===== src/rtl/exec_unit.sv =====
// Sequenced single-instruction execution unit driving an external register file.
// Define EXEC_UNIT_MUL_EN to build the 16-cycle shift-add multiplier; otherwise opcode 111 is a NOP.
module exec_unit (
    input  logic        clk,
    input  logic        rst,
    input  logic        start,
    input  logic [2:0]  opcode,
    input  logic [2:0]  ra,
    input  logic [2:0]  rb,
    output logic        busy,
    output logic        done,
    output logic [2:0]  rf_addr_a,
    output logic [2:0]  rf_addr_b,
    output logic        rf_we,
    output logic [15:0] rf_wdata,
    input  logic [15:0] rf_data_a,
    input  logic [15:0] rf_data_b,
    output logic        flag_zero,
    output logic        flag_carry
);

    // state | meaning
    // IDLE  | waiting for start
    // ADDR  | register-file read in flight
    // EXEC  | ALU evaluates, or multiplier is loaded
    // MUL   | one shift-add step per cycle
    // WB    | write-back pulse, flags valid
    typedef enum logic [2:0] {IDLE, ADDR, EXEC, MUL, WB} state_t;

    localparam logic [2:0] OP_ADD = 3'b000;
    localparam logic [2:0] OP_SUB = 3'b001;
    localparam logic [2:0] OP_AND = 3'b010;
    localparam logic [2:0] OP_OR  = 3'b011;
    localparam logic [2:0] OP_XOR = 3'b100;
    localparam logic [2:0] OP_SHL = 3'b101;
    localparam logic [2:0] OP_SHR = 3'b110;

    state_t      state_q, state_d;
    logic [2:0]  op_q, op_d;
    logic [2:0]  addr_a_q, addr_a_d;
    logic [2:0]  addr_b_q, addr_b_d;
    logic [15:0] wdata_q, wdata_d;
    logic        we_q, we_d;
    logic        done_q, done_d;
    logic        busy_q, busy_d;
    logic        zero_q, zero_d;
    logic        carry_q, carry_d;

`ifdef EXEC_UNIT_MUL_EN
    logic [31:0] prod_q, prod_d;
    logic [31:0] mcand_q, mcand_d;
    logic [15:0] mplier_q, mplier_d;
    logic [3:0]  cnt_q, cnt_d;
    logic [31:0] prod_next;
`endif

    logic [15:0] alu_res;
    logic        alu_c;
    logic [16:0] sum_w;
    logic [16:0] shl_w;
    logic [16:0] shr_w;

    // Bit 16 of the shift-left word and bit 0 of the shift-right word hold the last bit shifted out.
    always_comb begin
        sum_w   = {1'b0, rf_data_a} + {1'b0, rf_data_b};
        shl_w   = {1'b0, rf_data_a} << rf_data_b[3:0];
        shr_w   = {rf_data_a, 1'b0} >> rf_data_b[3:0];
        alu_res = 16'h0000;
        alu_c   = 1'b0;
        case (op_q)
            OP_ADD: begin alu_res = sum_w[15:0];             alu_c = sum_w[16]; end
            OP_SUB: begin alu_res = rf_data_a - rf_data_b;   alu_c = (rf_data_a < rf_data_b); end
            OP_AND: alu_res = rf_data_a & rf_data_b;
            OP_OR:  alu_res = rf_data_a | rf_data_b;
            OP_XOR: alu_res = rf_data_a ^ rf_data_b;
            OP_SHL: begin alu_res = shl_w[15:0];             alu_c = shl_w[16]; end
            OP_SHR: begin alu_res = shr_w[16:1];             alu_c = shr_w[0]; end
            default: ;
        endcase
    end

    always_comb begin
        state_d  = state_q;
        op_d     = op_q;
        addr_a_d = addr_a_q;
        addr_b_d = addr_b_q;
        wdata_d  = wdata_q;
        we_d     = 1'b0;
        done_d   = 1'b0;
        zero_d   = zero_q;
        carry_d  = carry_q;
`ifdef EXEC_UNIT_MUL_EN
        prod_d    = prod_q;
        mcand_d   = mcand_q;
        mplier_d  = mplier_q;
        cnt_d     = cnt_q;
        prod_next = prod_q + (mplier_q[0] ? mcand_q : 32'h0);
`endif
        case (state_q)
            IDLE: begin
                if (start) begin
                    op_d     = opcode;
                    addr_a_d = ra;
                    addr_b_d = rb;
                    state_d  = ADDR;
                end
            end
            ADDR: state_d = EXEC;
            EXEC: begin
                if (op_q == 3'b111) begin
`ifdef EXEC_UNIT_MUL_EN
                    prod_d   = 32'h0;
                    mcand_d  = {16'h0000, rf_data_a};
                    mplier_d = rf_data_b;
                    cnt_d    = 4'd15;
                    state_d  = MUL;
`else
                    done_d  = 1'b1;
                    state_d = WB;
`endif
                end else begin
                    wdata_d = alu_res;
                    zero_d  = (alu_res == 16'h0000);
                    carry_d = alu_c;
                    we_d    = 1'b1;
                    done_d  = 1'b1;
                    state_d = WB;
                end
            end
`ifdef EXEC_UNIT_MUL_EN
            MUL: begin
                prod_d   = prod_next;
                mcand_d  = mcand_q << 1;
                mplier_d = mplier_q >> 1;
                if (cnt_q == 4'd0) begin
                    wdata_d = prod_next[15:0];
                    zero_d  = (prod_next[15:0] == 16'h0000);
                    carry_d = |prod_next[31:16];
                    we_d    = 1'b1;
                    done_d  = 1'b1;
                    state_d = WB;
                end else begin
                    cnt_d = cnt_q - 4'd1;
                end
            end
`endif
            WB:      state_d = IDLE;
            default: state_d = IDLE;
        endcase
        busy_d = (state_d != IDLE);
    end

    always_ff @(posedge clk) begin
        if (rst) begin
            state_q  <= IDLE;
            op_q     <= 3'b000;
            addr_a_q <= 3'b000;
            addr_b_q <= 3'b000;
            wdata_q  <= 16'h0000;
            we_q     <= 1'b0;
            done_q   <= 1'b0;
            busy_q   <= 1'b0;
            zero_q   <= 1'b0;
            carry_q  <= 1'b0;
`ifdef EXEC_UNIT_MUL_EN
            prod_q   <= 32'h0;
            mcand_q  <= 32'h0;
            mplier_q <= 16'h0000;
            cnt_q    <= 4'd0;
`endif
        end else begin
            state_q  <= state_d;
            op_q     <= op_d;
            addr_a_q <= addr_a_d;
            addr_b_q <= addr_b_d;
            wdata_q  <= wdata_d;
            we_q     <= we_d;
            done_q   <= done_d;
            busy_q   <= busy_d;
            zero_q   <= zero_d;
            carry_q  <= carry_d;
`ifdef EXEC_UNIT_MUL_EN
            prod_q   <= prod_d;
            mcand_q  <= mcand_d;
            mplier_q <= mplier_d;
            cnt_q    <= cnt_d;
`endif
        end
    end

    assign busy       = busy_q;
    assign done       = done_q;
    assign rf_addr_a  = addr_a_q;
    assign rf_addr_b  = addr_b_q;
    assign rf_we      = we_q;
    assign rf_wdata   = wdata_q;
    assign flag_zero  = zero_q;
    assign flag_carry = carry_q;

endmodule


===== config.mk =====
export PLATFORM = sky130hd
export DESIGN_NAME = exec_unit
export DESIGN_NICKNAME = d
export VERILOG_FILES = /design/src/rtl/exec_unit.sv
export SDC_FILE = /design/constraint.sdc
export NUM_CORES = 1
export LEC_CHECK = 0
export ABC_AREA = 1
export CAP_MARGIN = 20
export CORE_MARGIN = 2
export CORE_UTILIZATION = 35
export DETAILED_ROUTE_END_ITERATION = 8
export SYNTH_ARGS = -nofsm -noshare
export SYNTH_HDL_FRONTEND = slang
export SYNTH_SLANG_ARGS = --single-unit
export TNS_END_PERCENT = 100

===== constraint.sdc =====
create_clock -name clk -period 3.06 [get_ports clk]
set_input_delay 0.918 -clock clk [delete_from_list [all_inputs] [get_ports clk]]
set_output_delay 0.918 -clock clk [all_outputs]
set_load 0.02 [all_outputs]

=== Word-level counts from Yosys, hierarchy flattened ===
Cells that the tools add are included.

* Output and inout bits: 27
* Register bits after elaboration: 33
* Input port bits: 44

* Shift operators: 2
* Bitwise gates (word level): 5
* Reduce and logical (&&, ||, !) cells: 7
* $add $sub $neg: 2
* Muxes and demuxes: 6
* $lt $le $gt $ge: 1
* Equality and inequality tests: 9

{| class="wikitable"
|+ Operator list
! operator !! number
|-
| case mux 16 bit (7 select lines) || 1
|-
| adder 16 x 16 -> 17 bit || 1
|-
| << shifter 16 x 4 -> 17 bit || 1
|-
| >> shifter 17 x 4 -> 17 bit || 1
|-
| AND 16 bit || 1
|-
| zero test 16 bit || 1
|-
| less-than comparator 16 bit || 1
|-
| bitwise OR 16 bit || 1
|-
| subtractor 16 bit || 1
|-
| XOR 16 bit || 1
|-
| == test 3 bit, second input constant || 4
|-
| == test 3 x 2 -> 1 bit, second input constant || 3
|-
| case mux 3 bit (3 select lines) || 1
|-
| == test 3 x 1 -> 1 bit, second input constant || 2
|-
| zero test 3 bit || 2
|-
| case mux 1 bit (4 select lines) || 1
|-
| AND reduction 2 bit || 2
|-
| two-way mux 3 bit || 1
|-
| nonzero test 3 bit || 1
|-
| two-way mux 1 bit || 2
|-
| inverter 1 bit || 2
|-
| OR reduction 2 bit || 1
|}

=== Longest topological paths before layout ===
* Depth after elaboration: 3
* Depth in mapped cells: 21
* Depth with buffers taken out: 19

=== Worst setup path before layout ===
OpenSTA, ideal clock, no wires.

* Kind: input -> register
* Start point: input rf_data_b[2]
* End point: register zero_q, in the netlist flag_zero
* Slack: 0.159 ns
* Arrival time: 2.834 ns
* Setup time: 0.068 ns
* Buffers on the path: 2
* Data required time: 2.992 ns
* Stages: 21
* Cell sequence: clkinv_1 -> clkbuf_1 -> ha_1 -> buf_2 -> inv_1 -> nand2_1 -> nand2_1 -> inv_1 -> nand2_1 -> nand2_1 -> nand2_1 -> nand2_1 -> nand2_1 -> nand2_1 -> nand2_1 -> nor2_1 -> nor2_1 -> nand3_1 -> nor2_1 -> nand2_1 -> a21oi_2

* Word-level cells in the longest chain between the ends: 3
* Elaborated cells between the ends (all ways): 9
* Classes of those cells: add/sub (2); shift (2); mux (1); bitwise (3); reduce/logical (1)

{| class="wikitable"
|+ RTL lines
! element !! RTL line !! source
|-
| start: declaration || 17 || <nowiki>input logic [15:0] rf_data_b,</nowiki>
|-
| subtractor 16 bit, or another cell as far along || 72 || <nowiki>OP_SUB: begin alu_res = rf_data_a - rf_data_b; alu_c = (rf_data_a < rf_data_b); end</nowiki>
|-
| case mux 16 bit (7 select lines) * || 70 || <nowiki>case (op_q)</nowiki>
|-
| zero test 16 bit * || 123 || <nowiki>zero_d = (alu_res == 16'h0000);</nowiki>
|-
| end signal: assignment || 180 || <nowiki>zero_q <= zero_d;</nowiki>
|-
| end: declaration || 46 || <nowiki>logic zero_q, zero_d;</nowiki>
|}

Mark *: on every way between the ends. The rest lies on a longest branch, timed or not.
A chain may end at the register's enable or synchronous reset.

=== Worst setup path after layout ===
* Start point: input rf_data_a[0]
* End point: register wdata_q[2], in the netlist rf_wdata[2]

* Word-level cells in the longest chain between the ends: 2
* Elaborated cells between the ends (all ways): 5
* Classes of those cells: add/sub (2); shift (2); mux (1)

{| class="wikitable"
|+ RTL lines
! element !! RTL line !! source
|-
| start: declaration || 16 || <nowiki>input logic [15:0] rf_data_a,</nowiki>
|-
| subtractor 16 bit, or another cell as far along || 72 ||
|-
| case mux 16 bit (7 select lines) * || 70 ||
|-
| end signal: assignment || 176 || <nowiki>wdata_q <= wdata_d;</nowiki>
|-
| end: declaration || 42 || <nowiki>logic [15:0] wdata_q, wdata_d;</nowiki>
|}

Marks and branches as above.

==> impl_metrics.tcl <==
set metrics [dict create \
    status "finished clean" \
    wl_per_cell_um 15.3 \
    regArea_um2 661 \
    min_period_ns 2.92 \
    cts-htree-levels 2 \
    total_power_mw 2.29 \
    fp-row-count 44 \
    setup_viol 0 \
    synth_top_family_by_area "simple AND/OR/NAND/NOR gates" \
    power.density_nw_per_um2 298 \
    cpMostUsedCell "buf_4" \
    crit_start "rf_data_a[0]" \
    path_max_fanout 3 \
    drv_cap 0 \
    antenna_found_initial 0 \
    worst_slack_ns 0.136 \
    synth-seq-cells 33 \
    area_growth_pct 47.4 \
    post-route-util_pct 52.8 \
    grt_use_met1_pct 35.2 \
    fmax_ghz 0.342 \
    cts.reportedPaths.clkPinSlew_ns 0.05 \
    path_class "in2reg" \
    ys_types 33 \
    vias 7015 \
    start_kind "input pin" \
    cts-buffers-inserted 5 \
    grt_max_degree 36 \
    drt-total-wl_mm 20.9 \
    dp_slack_ns -0.563 \
    start_util_pct 35.8 \
    clock_skew_ns 0.00472 \
    cts_tree "yes" \
    reg2reg_depth 14 \
    maxSlewViolCount 0 \
    first_global_vias 6442 \
    whs_ns 0.483 \
    fin_cells 1366 \
    worstPathArrival_ns 3.10 \
    ant_nets 0 \
    synth.mux.area_fraction_pct 0 \
    cts_sinks 33 \
    grtUsageTotal_pct 25.5 \
    die_h_um 126 \
    diodes 0 \
    die_w_um 126 \
    period_share_pct 95.6 \
    irDropWorstVdd_uv 231 \
    syn_inst 985 \
    worst_ep_required_time_ns 3.23 \
    final_nets 1279 \
    synthSimpleGateAreaFrac_pct 49.4 \
    crit_end "rf_wdata[2]" \
    end_kind "flip-flop" \
    max_slew.worst_pin.slew_ns 0.526 \
    gp_congestion 0.985 \
    hold_class "reg2reg" \
    grt_pass1_wl_mm 32.6 \
    boundaryPins 71 \
    vias_per_cell 5.14 \
    yosys_warnings 0 \
    route.detailed.drc 0 \
    globalRouteMet3Util_pct 4.04 \
    r2r_setup_slack_ns 0.58 \
    path_cells "clkbuf_2, inv_2, ha_4, inv_2, fa_2, buf_4, nor2_1, nor2_1, a21oi_1, nand2_1, nor3_2, nand3_1, buf_4, buf_4, buf_4, o21ai_0, inv_1" \
    slowest_stage "fa_2" \
    synth-compound-area-share_pct 11.7 \
    max_slew_margin_pct 64.9 \
    cts_buffer_depth 2 \
    dr.pass1.iters 6 \
    portBuffers 70 \
    clockRootBuffer "clkbuf_16" \
    syn_nets 1083 \
    fill_cells 1526 \
    p_leak_nw 4.10 \
    synth_seq_area_share_pct 12.6 \
    syn_avg_cell_area_um2 5.31 \
    drive_gt1_share_pct 22.8 \
    die_area_um2 15900 \
    multi_input_comb_area_um2 4260 \
    dp_hpwl_mm 17.0 \
    insertion_delay_ns 0.28 \
    coreArea_um2 14600 \
    use_met2_pct 41.4 \
    overflow 0 \
    reg2reg_to "flag_zero" \
    r2r_start "op_q[2]" \
    yosys.area_share.adder_pct 13.2 \
    synthXorXnorAreaFrac_pct 0.167 \
    cpPeakStageDelay_ns 0.38 \
    min-delay-start "rf_addr_a[1]" \
    place_inst 1349 \
    finalHoldViolCount 0 \
    busiest_layer "met2" \
    first_iter_violations 840 \
    syn_area_um2 5230 \
]
## area by class of cell
| type | instances | share of cell area [%] |
|---|---|---|
| multi-input combinational | 783 | 55.3 |
| timing repair buffer | 226 | 24.9 |
| sequential | 33 | 8.57 |
| inverter | 132 | 6.44 |
| tap | 184 | 2.99 |
| clock buffer | 6 | 1.67 |
| clock inverter | 2 | 0.130 |
## metrics by stage
step	TNS [ns]	cell area [um^2]
5_1_grt	-0.00224	7710
3_5_place_dp	-3.57	7110
6_report	0	7710
3_3_place_gp	-3.43	7110
4_1_cts	0	7320
2_1_floorplan	0	5230
## routing by layer
metal	part of all wire (%)	vias up	wire length, um
li1	-	3540	-
met1	45	3214	9440
met3	7.0	39	1470
met5	0	-	0
met2	45	222	9430
met4	2.6	0	543
## logic make-up after synthesis
group / count (synthesis)
buffers and inverters: 169
DFF: 33
and+or+nand+nor: 615
adders and majority gates: 54
AOI/OAI and AO/OA: 113
xor gates and xnor gates: 1
## registers in the layout, indices dropped and copies added, names as in the netlist
signal / count
flag_carry: 1
done: 1
flag_zero: 1
rf_addr_a: 3
rf_we: 1
op_q: 3
busy: 1
rf_wdata: 16
state_q: 3
rf_addr_b: 3
## Yosys cell counts
master | instances | share of area [%]
clkbuf_1 | 15 | 1.1
o211a_1 | 1 | 0.19
o2111ai_1 | 1 | 0.17
a31oi_1 | 2 | 0.24
o21a_1 | 1 | 0.14
o21bai_1 | 3 | 0.43
nand3_1 | 147 | 14
inv_1 | 124 | 8.9
nor2_1 | 131 | 9.4
o31ai_1 | 1 | 0.14
a21oi_1 | 46 | 4.4
and2_1 | 4 | 0.48
xor2_1 | 1 | 0.17
or2_2 | 5 | 0.60
nand4_1 | 12 | 1.4
nand3_2 | 2 | 0.38
o211ai_1 | 5 | 0.72
o22ai_1 | 3 | 0.36
buf_6 | 2 | 0.43
buf_2 | 18 | 1.7
nand2_1 | 302 | 22
fa_1 | 2 | 0.77
o21ai_1 | 2 | 0.19
o21ai_0 | 47 | 4.5
buf_4 | 2 | 0.29
inv_2 | 7 | 0.50
dfxtp_1 | 33 | 13
nand2_2 | 1 | 0.12
clkinv_1 | 1 | 0.072
ha_1 | 52 | 12
nand3b_1 | 3 | 0.43
nor3_1 | 8 | 0.77
a21oi_2 | 1 | 0.17
## worst min path at each step
stage	endpoint	slack [ns]	cells after the start
2_1_floorplan	state_q[1]	0.46	2
3_3_place_gp	rf_addr_a[1]	0.46	2
3_5_place_dp	flag_carry	0.47	2
4_1_cts	rf_addr_a[1]	0.49	2
5_1_grt	rf_addr_a[1]	0.51	2
6_report	rf_addr_a[1]	0.48	2
## critical path: cells and delay by family
kind,cells,cell delay [ns]
adder cells (fa/ha/maj),2,0.51
buffers and inverters,8,0.82
AO/OA/AOI/OAI,2,0.29
AND/OR/NAND/NOR,5,0.54
## power by group
group / switching (mW) / total (mW) / internal [mW] / leakage [nW]
Clock: 0.171 / 0.469 / 0.298 / 0.0706
Sequential: 0.0171 / 0.473 / 0.456 / 0.270
Combinational: 0.758 / 1.35 / 0.593 / 3.76
## what timing repair did
item                       CTS  global route
gates resized for setup     19           109
pin swaps                    9            44
hold buffers                 0             0
setup endpoints to repair    5            11
setup buffers                4             5
## placed cells by master, fill, tap and decap left out, drive strengths merged
master	netlist	final
a21oi	47	47
a31oi	2	2
and2	4	4
buf	22	156
clkbuf	15	8
clkdlybuf4s50	0	55
clkinv	1	3
dfxtp	33	33
dlygate4sd2	0	3
dlymetal6s2s	0	10
fa	2	2
ha	52	52
inv	131	131
nand2	303	303
nand3	149	149
nand3b	3	3
nand4	12	12
nor2	131	131
nor3	8	8
o2111ai	1	1
o211a	1	1
o211ai	5	5
o21a	1	1
o21ai	49	49
o21bai	3	3
o22ai	3	3
o31ai	1	1
or2	5	5
xor2	1	1
Power figures use the tool's default switching activity.
